<file path="config.mk">
export PLATFORM = sky130hd
export DESIGN_NAME = jk_cmd_gen
export DESIGN_NICKNAME = d
export VERILOG_FILES = /design/src/rtl/jk_cmd_gen.sv
export SDC_FILE = /design/constraint.sdc
export NUM_CORES = 1
export LEC_CHECK = 0
export ABC_AREA = 1
export BUFFER_PORTS_ARGS = -buffer_cell sky130_fd_sc_hd__buf_2
export CAP_MARGIN = 5
export CORE_UTILIZATION = 55
export DETAILED_ROUTE_END_ITERATION = 10
export MAX_ROUTING_LAYER = met4
export PLACE_DENSITY = 0.74
export SLEW_MARGIN = 15
export SYNTH_ARGS = -nofsm -noshare
export SYNTH_HDL_FRONTEND = slang
export SYNTH_SLANG_ARGS = --single-unit
</file>
<file path="constraint.sdc">
create_clock -name clk -period 1.3 [get_ports clk]
set_input_delay 0.195 -clock clk [delete_from_list [all_inputs] [get_ports clk]]
set_output_delay 0.195 -clock clk [all_outputs]
set_load 0.005 [all_outputs]
</file>
<file path="src/rtl/jk_cmd_gen.sv">
// jk_cmd_gen: synchronise/debounce set, clear, toggle requests into spaced single-cycle J/K pulses.
// Define JK_CMD_STATS_EN to build the cmd_count command counter (otherwise it reads 0).
module jk_cmd_gen #(
  parameter int DB_CYCLES  = 4,
  parameter int CNT_W      = 8,
  parameter int GAP_CYCLES = 2
) (
  input  logic       clk,
  input  logic       rst,
  input  logic       set_in,
  input  logic       clr_in,
  input  logic       tog_in,
  output logic       J,
  output logic       K,
  output logic       busy,
  output logic [7:0] cmd_count
);
  localparam int GW = GAP_CYCLES > 1 ? $clog2(GAP_CYCLES) : 1;
  localparam logic [CNT_W-1:0] DB_LAST = CNT_W'(DB_CYCLES - 1);
  localparam logic [GW-1:0] GAP_LAST = GW'(GAP_CYCLES > 0 ? GAP_CYCLES - 1 : 0);
  typedef enum logic [1:0] {IDLE, PULSE, GAP} state_t;
  state_t state, state_d;
  logic [2:0] s1, s2, stable, rise, pend, pend_d;
  logic [GW-1:0] gcnt, gcnt_d;
  logic j_d, k_d, take;
  always_ff @(posedge clk or posedge rst)
    if (rst) {s2, s1} <= '0;
    else {s2, s1} <= {s1, tog_in, clr_in, set_in};
  for (genvar i = 0; i < 3; i++) begin : g_db
    logic [CNT_W-1:0] c;
    logic st;
    always_ff @(posedge clk or posedge rst)
      if (rst) begin
        c  <= '0;
        st <= 1'b0;
      end else if (s2[i] == st) c <= '0;
      else if (c == DB_LAST) begin
        c  <= '0;
        st <= s2[i];
      end else c <= c + 1'b1;
    assign stable[i] = st;
    assign rise[i] = s2[i] & ~st & (c == DB_LAST);
  end
  // flags consumed by a pulse are cleared, but a rise on the same edge re-arms its flag
  always_comb begin
    take    = (state == IDLE) && |pend;
    j_d     = take & (pend[0] | pend[2]);
    k_d     = take & (pend[1] | pend[2]);
    pend_d  = (take ? 3'b000 : pend) | rise;
    gcnt_d  = state == GAP ? gcnt + 1'b1 : '0;
    state_d = take ? PULSE :
              ((state == PULSE && GAP_CYCLES > 0) || (state == GAP && gcnt != GAP_LAST)) ? GAP : IDLE;
  end
  always_ff @(posedge clk or posedge rst)
    if (rst) begin
      state <= IDLE;
      gcnt  <= '0;
      pend  <= '0;
      J     <= 1'b0;
      K     <= 1'b0;
    end else begin
      state <= state_d;
      gcnt  <= gcnt_d;
      pend  <= pend_d;
      J     <= j_d;
      K     <= k_d;
    end
  assign busy = state != IDLE;
`ifdef JK_CMD_STATS_EN
  always_ff @(posedge clk or posedge rst)
    if (rst) cmd_count <= '0;
    else if (take) cmd_count <= cmd_count + 8'd1;
`else
  assign cmd_count = 8'd0;
`endif
endmodule

</file>
; Word-level counts from Yosys, hierarchy flattened
; Index checks and enable logic that the tools add are counted.
[totals]
register_bits = 41
input_bits = 5
output_inout_bits = 11
word_cells = 62
[op_classes]
add_sub_neg = 4
eq_ne = 8
muxes = 10
bitwise_logic = 18
reduce_logical = 9
[op_table]
columns = cell, count
row1 = $mux W8, 6
row2 = $add A8 B1 Y8 const B, 3
row3 = $eq A8 B2 Y1 const B, 3
row4 = $and A1 B1 Y1, 8
row5 = $not A1 Y1, 7
row6 = $reduce_and A2 Y1, 3
row7 = $mux W2, 2
row8 = $eq A1 B1 Y1, 3
row9 = $mux W3, 1
row10 = $or A3 B3 Y3, 1
row11 = $reduce_or A3 Y1, 1
row12 = $eq A2 B1 Y1 const B, 1
row13 = $eq A2 B2 Y1 const B, 1
row14 = $logic_and A1 B1 Y1, 2
row15 = $logic_not A2 Y1, 1
row16 = $or A1 B1 Y1, 2
row17 = $reduce_bool A2 Y1, 1
row18 = $add A1 B1 Y1 const B, 1
row19 = $logic_or A1 B1 Y1, 1
row20 = $mux W1, 1

; Depth between registers and ports, before layout
; Gate-level depths: netlist (run 1).
[logic_depth]
depth_word = 5
depth_mapped = 6
depth_no_buf = 6

; Worst setup path before layout (run 1)
; No wires, ideal clock.
[synth_timing]
path_type = register -> register
from = register s2[1]
to = register g_db[1].st
setup_time_ps = 116
arrival_ps = 967
required_time_ps = 1184
path_slack_ps = 217
path_stages_with_launch = 6
path_buffers = 0
period_less_slack_ps = 1083
path_cell_list = dfrtp_1 > ha_1 > inv_1 > nand3_1 > nand2_1 > nand2_1
[synth_via]
elab_chain_cells = 3
[synth_lines]
columns = item, line
row1 = from (decl), 23  ; logic [2:0] s1, s2, stable, rise, pend, pend_d;
row2 = from (signal assigned), 28  ; else {s2, s1} <= {s1, tog_in, clr_in, set_in};
row3 = $eq A1 B1 Y1, 36  ; end else if (s2[i] == st) c <= '0;
row4 = $not A1 Y1 (no line), --
row5 = $reduce_and A2 Y1 (no line), --
row6 = to (signal assigned), 39  ; st <= s2[i];
row7 = to (decl), 31  ; logic st;
; Several ways; a longest one is shown, not always the timed one.
; A chain may end at the register's enable or synchronous reset.

; Final worst setup path (run 1)
[layout_timing]
from = register state[1]
to = output busy
[layout_via]
elab_chain_cells = 1
[layout_lines]
columns = item, line
row1 = from (decl), 22  ; state_t state, state_d;
row2 = from (signal assigned), 62  ; state <= state_d;
row3 = $reduce_bool A2 Y1, 68  ; assign busy = state != IDLE;
row4 = to (decl), 15  ; output logic busy,
; No other way between the ends.

==> results of run 1 <==
-- area by class of cell --
type | count | area, sq um | area share (%)
Tap cell | 46 | 57.6 | 2.51
Multi-Input combinational cell | 169 | 842 | 36.7
Clock buffer | 7 | 96.3 | 4.20
Sequential cell | 41 | 1030 | 44.7
Inverter | 40 | 150 | 6.54
Clock inverter | 1 | 5.00 | 0.218
Timing Repair Buffer | 15 | 118 | 5.13
-- placed cells by master, fill, tap and decap left out, types with 7 or more instances in the layout --
cell type / instances
inv_1: 39
dfrtp_1: 41
nand2_1: 54
nor2_1: 41
buf_2: 7
conb_1: 8
nor2_2: 9
nand3_1: 21
clkbuf_8: 7
ha_1: 9
-- state kept, by name, summed over array words and instances (netlist names) --
register and cells:
g_db.c 24, g_db.st 3, pend 3, s1 3, s2 3, state 2
J 1, K 1, gcnt 1
-- per-layer routing --
metal / vias to the layer above / part of all wire (%) / GRT usage, %
li1: 787 / - / -
met1: 659 / 47 / 22.9
met2: 25 / 47 / 32.1
met3: 9 / 3.6 / 6.02
met4: 0 / 2.2 / 9.01
met5: - / 0 / -
-- synth_stat cells --
cell	instances
dfrtp_1	41
nand2_1	55
nor2_2	9
xor2_1	6
ha_1	9
nor2_1	41
nand3_2	1
nand3_1	21
nand2_2	2
xnor2_1	3
inv_2	1
inv_1	39
buf_4	8
conb_1	1
a21oi_1	5
o21ai_1	6
o21ai_0	3
-- path summary, 6_finish.rpt --
kind	from	to	slack, ns	cells past startpoint
min reg2reg	s1[0]$_DFF_PP0_	s2[0]$_DFF_PP0_	0.35	0
max reg2reg	g_db[1].c[0]$_DFF_PP0_	g_db[1].c[0]$_DFF_PP0_	0.12	4
min	s1[0]$_DFF_PP0_	s2[0]$_DFF_PP0_	0.35	0
max	state[1]$_DFF_PP0_	busy	0.11	3
max in group asynchronous	rst	g_db[2].c[1]$_DFF_PP0_	0.46	4
min in group asynchronous	rst	g_db[1].c[4]$_DFF_PP0_	0.37	3
-- through the flow --
step,hold WS [ns],setup slack (ns),instances,cell area (sq um),utilization (%)
2_1_floorplan,0.226,0.159,258,2070,-
3_3_place_gp,0.139,0.164,307,2150,62.4
3_5_place_dp,0.138,0.136,307,2150,62.4
4_1_cts,0.00361,0.0492,318,2280,66.2
5_1_grt,0.361,0.00876,319,2290,66.7
6_report,0.349,0.107,319,2290,66.7
-- worst max-delay path, stage by stage (launching register included) --
cell and delay [ns]:
dfrtp_1 0.38, inv_1 0.08, nand2_2 0.10, buf_2 0.14
-- power by group --
group / leakage [nW] / internal (mW) / total (mW) / switching, mW
Sequential: 0.546 / 1.49 / 1.66 / 0.174
Clock: 0.0542 / 0.479 / 0.896 / 0.416
Combinational: 0.554 / 0.359 / 0.914 / 0.555
-- repair_timing --
action,CTS,global route
setup endpoints to repair,0,3
gates resized for setup,0,2
hold buffers,3,1
hold endpoints to repair,7,1
-- kinds of logic (layout without fill, tap and decap cells) --
logic type      after synthesis  count (layout)  share of synthesized area (%)
simple gates                129             129                           26.6
buf+inv                      48              63                           10.3
flops                        41              41                           50.2
compound gates               14              14                           3.42
fa+ha+maj                     9               9                           5.50
xor+xnor                      9               9                           3.85
other cells                   1               8                          0.183
==> impl_metrics.env, run 1 <==
export IMPL_synth_warnings=0
export IMPL_critPathLaunchType="flop"
export IMPL_max_freq_mhz=838
export IMPL_dieArea_sq_mm=0.00397
export IMPL_die_w_microns=63.0
export IMPL_start_util_pct=59.4
export IMPL_placementRows=21
export IMPL_cts_buffers=5
export IMPL_gr_total_overflow=0
export IMPL_core_area_sq_mm=0.00344
export IMPL_drt_iter0_drc=62
export IMPL_ys_seq_area_share_pct=50.2
export IMPL_viasPerCell=4.64
export IMPL_drc=0
export IMPL_ir_worst_vdd_mv=0.834
export IMPL_yosys_register_bits=41
export IMPL_final_max_slew_viol_count=0
export IMPL_gr_usage_all_layers_pct=20.0
export IMPL_layout_drive_gt1_share_pct=12.5
export IMPL_finalHoldViolCount=0
export IMPL_period_share_pct=91.8
export IMPL_cts_root_buf="clkbuf_8"
export IMPL_p_leak_nw=1.15
export IMPL_cts_tree="built"
export IMPL_worst_clock_skew_ns=0.00880
export IMPL_rsz0062_at_grt="no"
export IMPL_port_buffer_count=7
export IMPL_outcome="finished clean"
export IMPL_ant_nets=0
export IMPL_critPathCaptureType="primary output"
export IMPL_hpwl_mm=2.43
export IMPL_vias=1480
export IMPL_drt_total_wl_mm=3.30
export IMPL_fin_tns_setup_ns=0
export IMPL_worstPathArrival_ns=1.00
export IMPL_clk_path_buf_depth=2
export IMPL_syn2layout_area_growth_pct=12.2
export IMPL_dr_pass1_iters=4
export IMPL_period_needed_ns=1.19
export IMPL_clock_latency_ns=0.29
export IMPL_grt_max_degree=37
export IMPL_cap_viol_max_count=0
export IMPL_critPathMaxFanout=6
export IMPL_synth_cell_type_count=17
export IMPL_place_congestion=0.826
export IMPL_worstSetupPathType="flop to primary output"
export IMPL_cts_sinks=41
export IMPL_synth_cells=251
export IMPL_wl_per_cell_microns=10.3
export IMPL_synth_top_area_share_pct=50.2
export IMPL_synth_largest_area_cell="dfrtp_1"
export IMPL_syn_area_per_cell_sq_um=8.15
export IMPL_diodes=0
export IMPL_clk_pin_slew_ns=0.07
export IMPL_grt_pass1_vias=1423
export IMPL_setup_viol=0
export IMPL_grt_pass1_wl_mm=5.85
export IMPL_die_h_microns=63.0
export IMPL_power_total_mw=3.47
export IMPL_nFillCells=301
export IMPL_critical_path_required_ns=1.11
export IMPL_synth_area_sq_mm=0.00205
export IMPL_htreeDepth=2
export IMPL_antenna_found_initial=0
export IMPL_synth_area_leaders="dfrtp_1 50%, nand2_1 10%, nor2_1 7.5%"
export IMPL_ios=16
export IMPL_hp_class="flop to flop"
export IMPL_postCtsSetupBuffers=0
export IMPL_fin_nets=286
export IMPL_power_density_mw_per_mm2=1510
(Power assumes the default switching activity.)
==> run 2, diff against run 1 <==
--- a/config.mk
+++ b/config.mk
@@ -7,8 +7,8 @@
 export LEC_CHECK = 0
 export ABC_AREA = 1
 export BUFFER_PORTS_ARGS = -buffer_cell sky130_fd_sc_hd__buf_2
-export CAP_MARGIN = 5
 export CORE_UTILIZATION = 55
+export CTS_BUF_LIST = sky130_fd_sc_hd__clkbuf_2
 export DETAILED_ROUTE_END_ITERATION = 10
 export MAX_ROUTING_LAYER = met4
 export PLACE_DENSITY = 0.74
==> run 2 against run 1 <==
Net effect:
- fmax is 2.4% lower
- non-clock buffer count is 3 higher
- critical path depth stayed put
- critical path type unchanged
- utilization is 1.3 points lower
- sequential share of layout area is 0.90 points higher
- die area stayed put
- sequential cell count stayed put
- routed wire length is 1.8% lower
- register-to-register slack hardly changed
- worst hold slack worse by 0.10 ns
==> impl_metrics.env, run 2 (synthesis results as in run 1) <==
export IMPL_seqPwrFrac_pct=52.8
export IMPL_ios=16
export IMPL_crit_buf_inv=2
export IMPL_syn2layout_area_growth_pct=9.97
export IMPL_core_area_sq_mm=0.00344
export IMPL_critPathLaunchType="flop"
export IMPL_rsz0062_at_grt="yes"
export IMPL_diodes=0
export IMPL_cts_buffers=5
export IMPL_p_leak_nw=1.14
export IMPL_hp_class="input port to async pin"
export IMPL_cap_viol_max_count=0
export IMPL_holdWs_ns=0.245
export IMPL_cts_tree="built"
export IMPL_p_clk_share_pct=16.0
export IMPL_placementRows=21
export IMPL_period_needed_ns=1.22
export IMPL_largest_reg_flops=24
export IMPL_clock_latency_ns=0.38
export IMPL_ant_nets=0
export IMPL_final_max_slew_viol_count=0
export IMPL_wl_per_cell_microns=10.1
export IMPL_gr_total_overflow=0
export IMPL_max_freq_mhz=818
export IMPL_switching_share_pct=35.8
export IMPL_drc=0
export IMPL_dr_pass1_iters=4
export IMPL_grt_pass1_vias=1432
export IMPL_die_h_microns=63.0
export IMPL_viasPerCell=4.62
export IMPL_r2r_slack_ns=0.13
export IMPL_grt_pass1_wl_mm=5.81
export IMPL_top_register="g_db.c"
export IMPL_drt_total_wl_mm=3.24
export IMPL_hpwl_mm=2.43
export IMPL_clk_pin_slew_ns=0.21
export IMPL_ir_worst_vdd_mv=0.830
export IMPL_final_cell_mix="54 x nand2_1, 41 x dfrtp_1, 41 x nor2_1"
export IMPL_cp_slowest_cell="dfrtp_1"
export IMPL_setup_viol=0
export IMPL_slowest_delay_ns=0.43
export IMPL_place_congestion=0.826
export IMPL_antenna_found_initial=0
export IMPL_period_share_pct=94.0
export IMPL_outcome="finished clean"
export IMPL_clk_path_buf_depth=2
export IMPL_post_route_util_pct=65.4
export IMPL_timing_critical_path_cells="inv_2 -> nand2_2 -> buf_2"
export IMPL_cts_root_buf="clkbuf_2"
export IMPL_fin_nets=289
export IMPL_dieArea_sq_mm=0.00397
export IMPL_cp_top_family="flip-flops"
export IMPL_die_w_microns=63.0
export IMPL_p_switching_mw=1.12
export IMPL_critPathCaptureType="primary output"
export IMPL_cts_sinks=41
export IMPL_gr_usage_all_layers_pct=19.6
export IMPL_power_internal_mw=2.01
export IMPL_final_common_cell="nand2_1"
export IMPL_grt_max_degree=37
export IMPL_power_density_mw_per_mm2=1390
export IMPL_worstSetupPathType="flop to primary output"
export IMPL_p_comb_share_pct=31.2
export IMPL_finalHoldViolCount=0
export IMPL_htreeDepth=2
export IMPL_worstPathArrival_ns=1.03
export IMPL_layout_drive_gt1_share_pct=13.0
export IMPL_critical_path_required_ns=1.11
export IMPL_port_buffer_count=7
export IMPL_worst_clock_skew_ns=0.0266
export IMPL_start_util_pct=59.4
export IMPL_vias=1489
export IMPL_critPathMaxFanout=2
export IMPL_drt_iter0_drc=71
==> run 2: changes by cell type in the layout (fill, tap and decap cells not counted), moves of 2 or more <==
| cell | delta |
|---|---|
| inv_2 | +2 |
| inv_1 | -2 |
| clkbuf_8 | -7 |
| buf_4 | +3 |
| clkbuf_2 | +5 |
| clkinv_1 | +2 |
==> run 2: worst paths after layout <==
path	depth (start not counted)	endpoint	from
min in group clk	0	s2[1]$_DFF_PP0_	s1[1]$_DFF_PP0_
worst max-delay path	3	busy	state[1]$_DFF_PP0_
worst min-delay path	3	g_db[1].c[4]$_DFF_PP0_	rst
worst min register to register	0	s2[1]$_DFF_PP0_	s1[1]$_DFF_PP0_
worst max register to register	4	g_db[1].c[1]$_DFF_PP0_	g_db[1].c[0]$_DFF_PP0_
max in group asynchronous	4	g_db[2].c[1]$_DFF_PP0_	rst
==> run 2: per-stage QoR <==
step,power (mW),worst slack [ns],setup TNS (ns),cell area (sq um),cells
2_1_floorplan,2.31,0.159,0,2070,258
3_3_place_gp,2.54,0.164,0,2150,307
3_5_place_dp,2.57,0.136,0,2150,307
4_1_cts,3.12,0.0455,0,2230,320
5_1_grt,3.41,-0.00117,-0.00117,2250,322
6_report,3.14,0.0776,0,2250,322
==> run 2: worst reg2reg max path, cell delays in order (launching register included) <==
cell	delay [ns]
dfrtp_1	0.46
ha_1	0.22
nand3_1	0.11
o21ai_1	0.24
nor2_1	0.07
==> run 2: cell type report <==
| cell class | instances | area, sq um |
|---|---|---|
| clock buffer | 5 | 25.0 |
| clock inverter | 3 | 12.5 |
| fill | 305 | 1190 |
| inverter | 40 | 150 |
| multi-input combinational | 169 | 838 |
| sequential | 41 | 1030 |
| tap | 46 | 57.6 |
| timing repair buffer | 18 | 140 |
==> run 2: power by group through the flow <==
stage | sequential, mW | clock (mW) | combinational, mW
6_report | 1.66 | 0.501 | 0.980
3_5_place_dp | 1.69 | 0 | 0.889
2_1_floorplan | 1.66 | 0 | 0.656
4_1_cts | 1.66 | 0.529 | 0.936
3_3_place_gp | 1.68 | 0 | 0.864
5_1_grt | 1.69 | 0.584 | 1.14
==> run 2: repair_timing <==
| item | CTS | global route |
|---|---|---|
| setup endpoints to repair | 1 | 5 |
| setup buffers | 1 | 2 |
| endpoints found under the hold margin | 14 | 0 |
| pin swaps | 1 | 1 |
| hold buffers | 4 | 0 |
| gates resized for setup | 1 | 2 |
==> run 2: layer usage <==
| layer | GRT usage (%) | routed length (microns) | vias to the layer above | share of wire (%) |
|---|---|---|---|---|
| li1 | - | - | 794 | - |
| met5 | - | 0 | - | 0 |
| met1 | 23.2 | 1570 | 659 | 48 |
| met3 | 6.02 | 120 | 4 | 3.7 |
| met4 | 6.69 | 30 | 0 | 0.93 |
| met2 | 31.7 | 1520 | 32 | 47 |
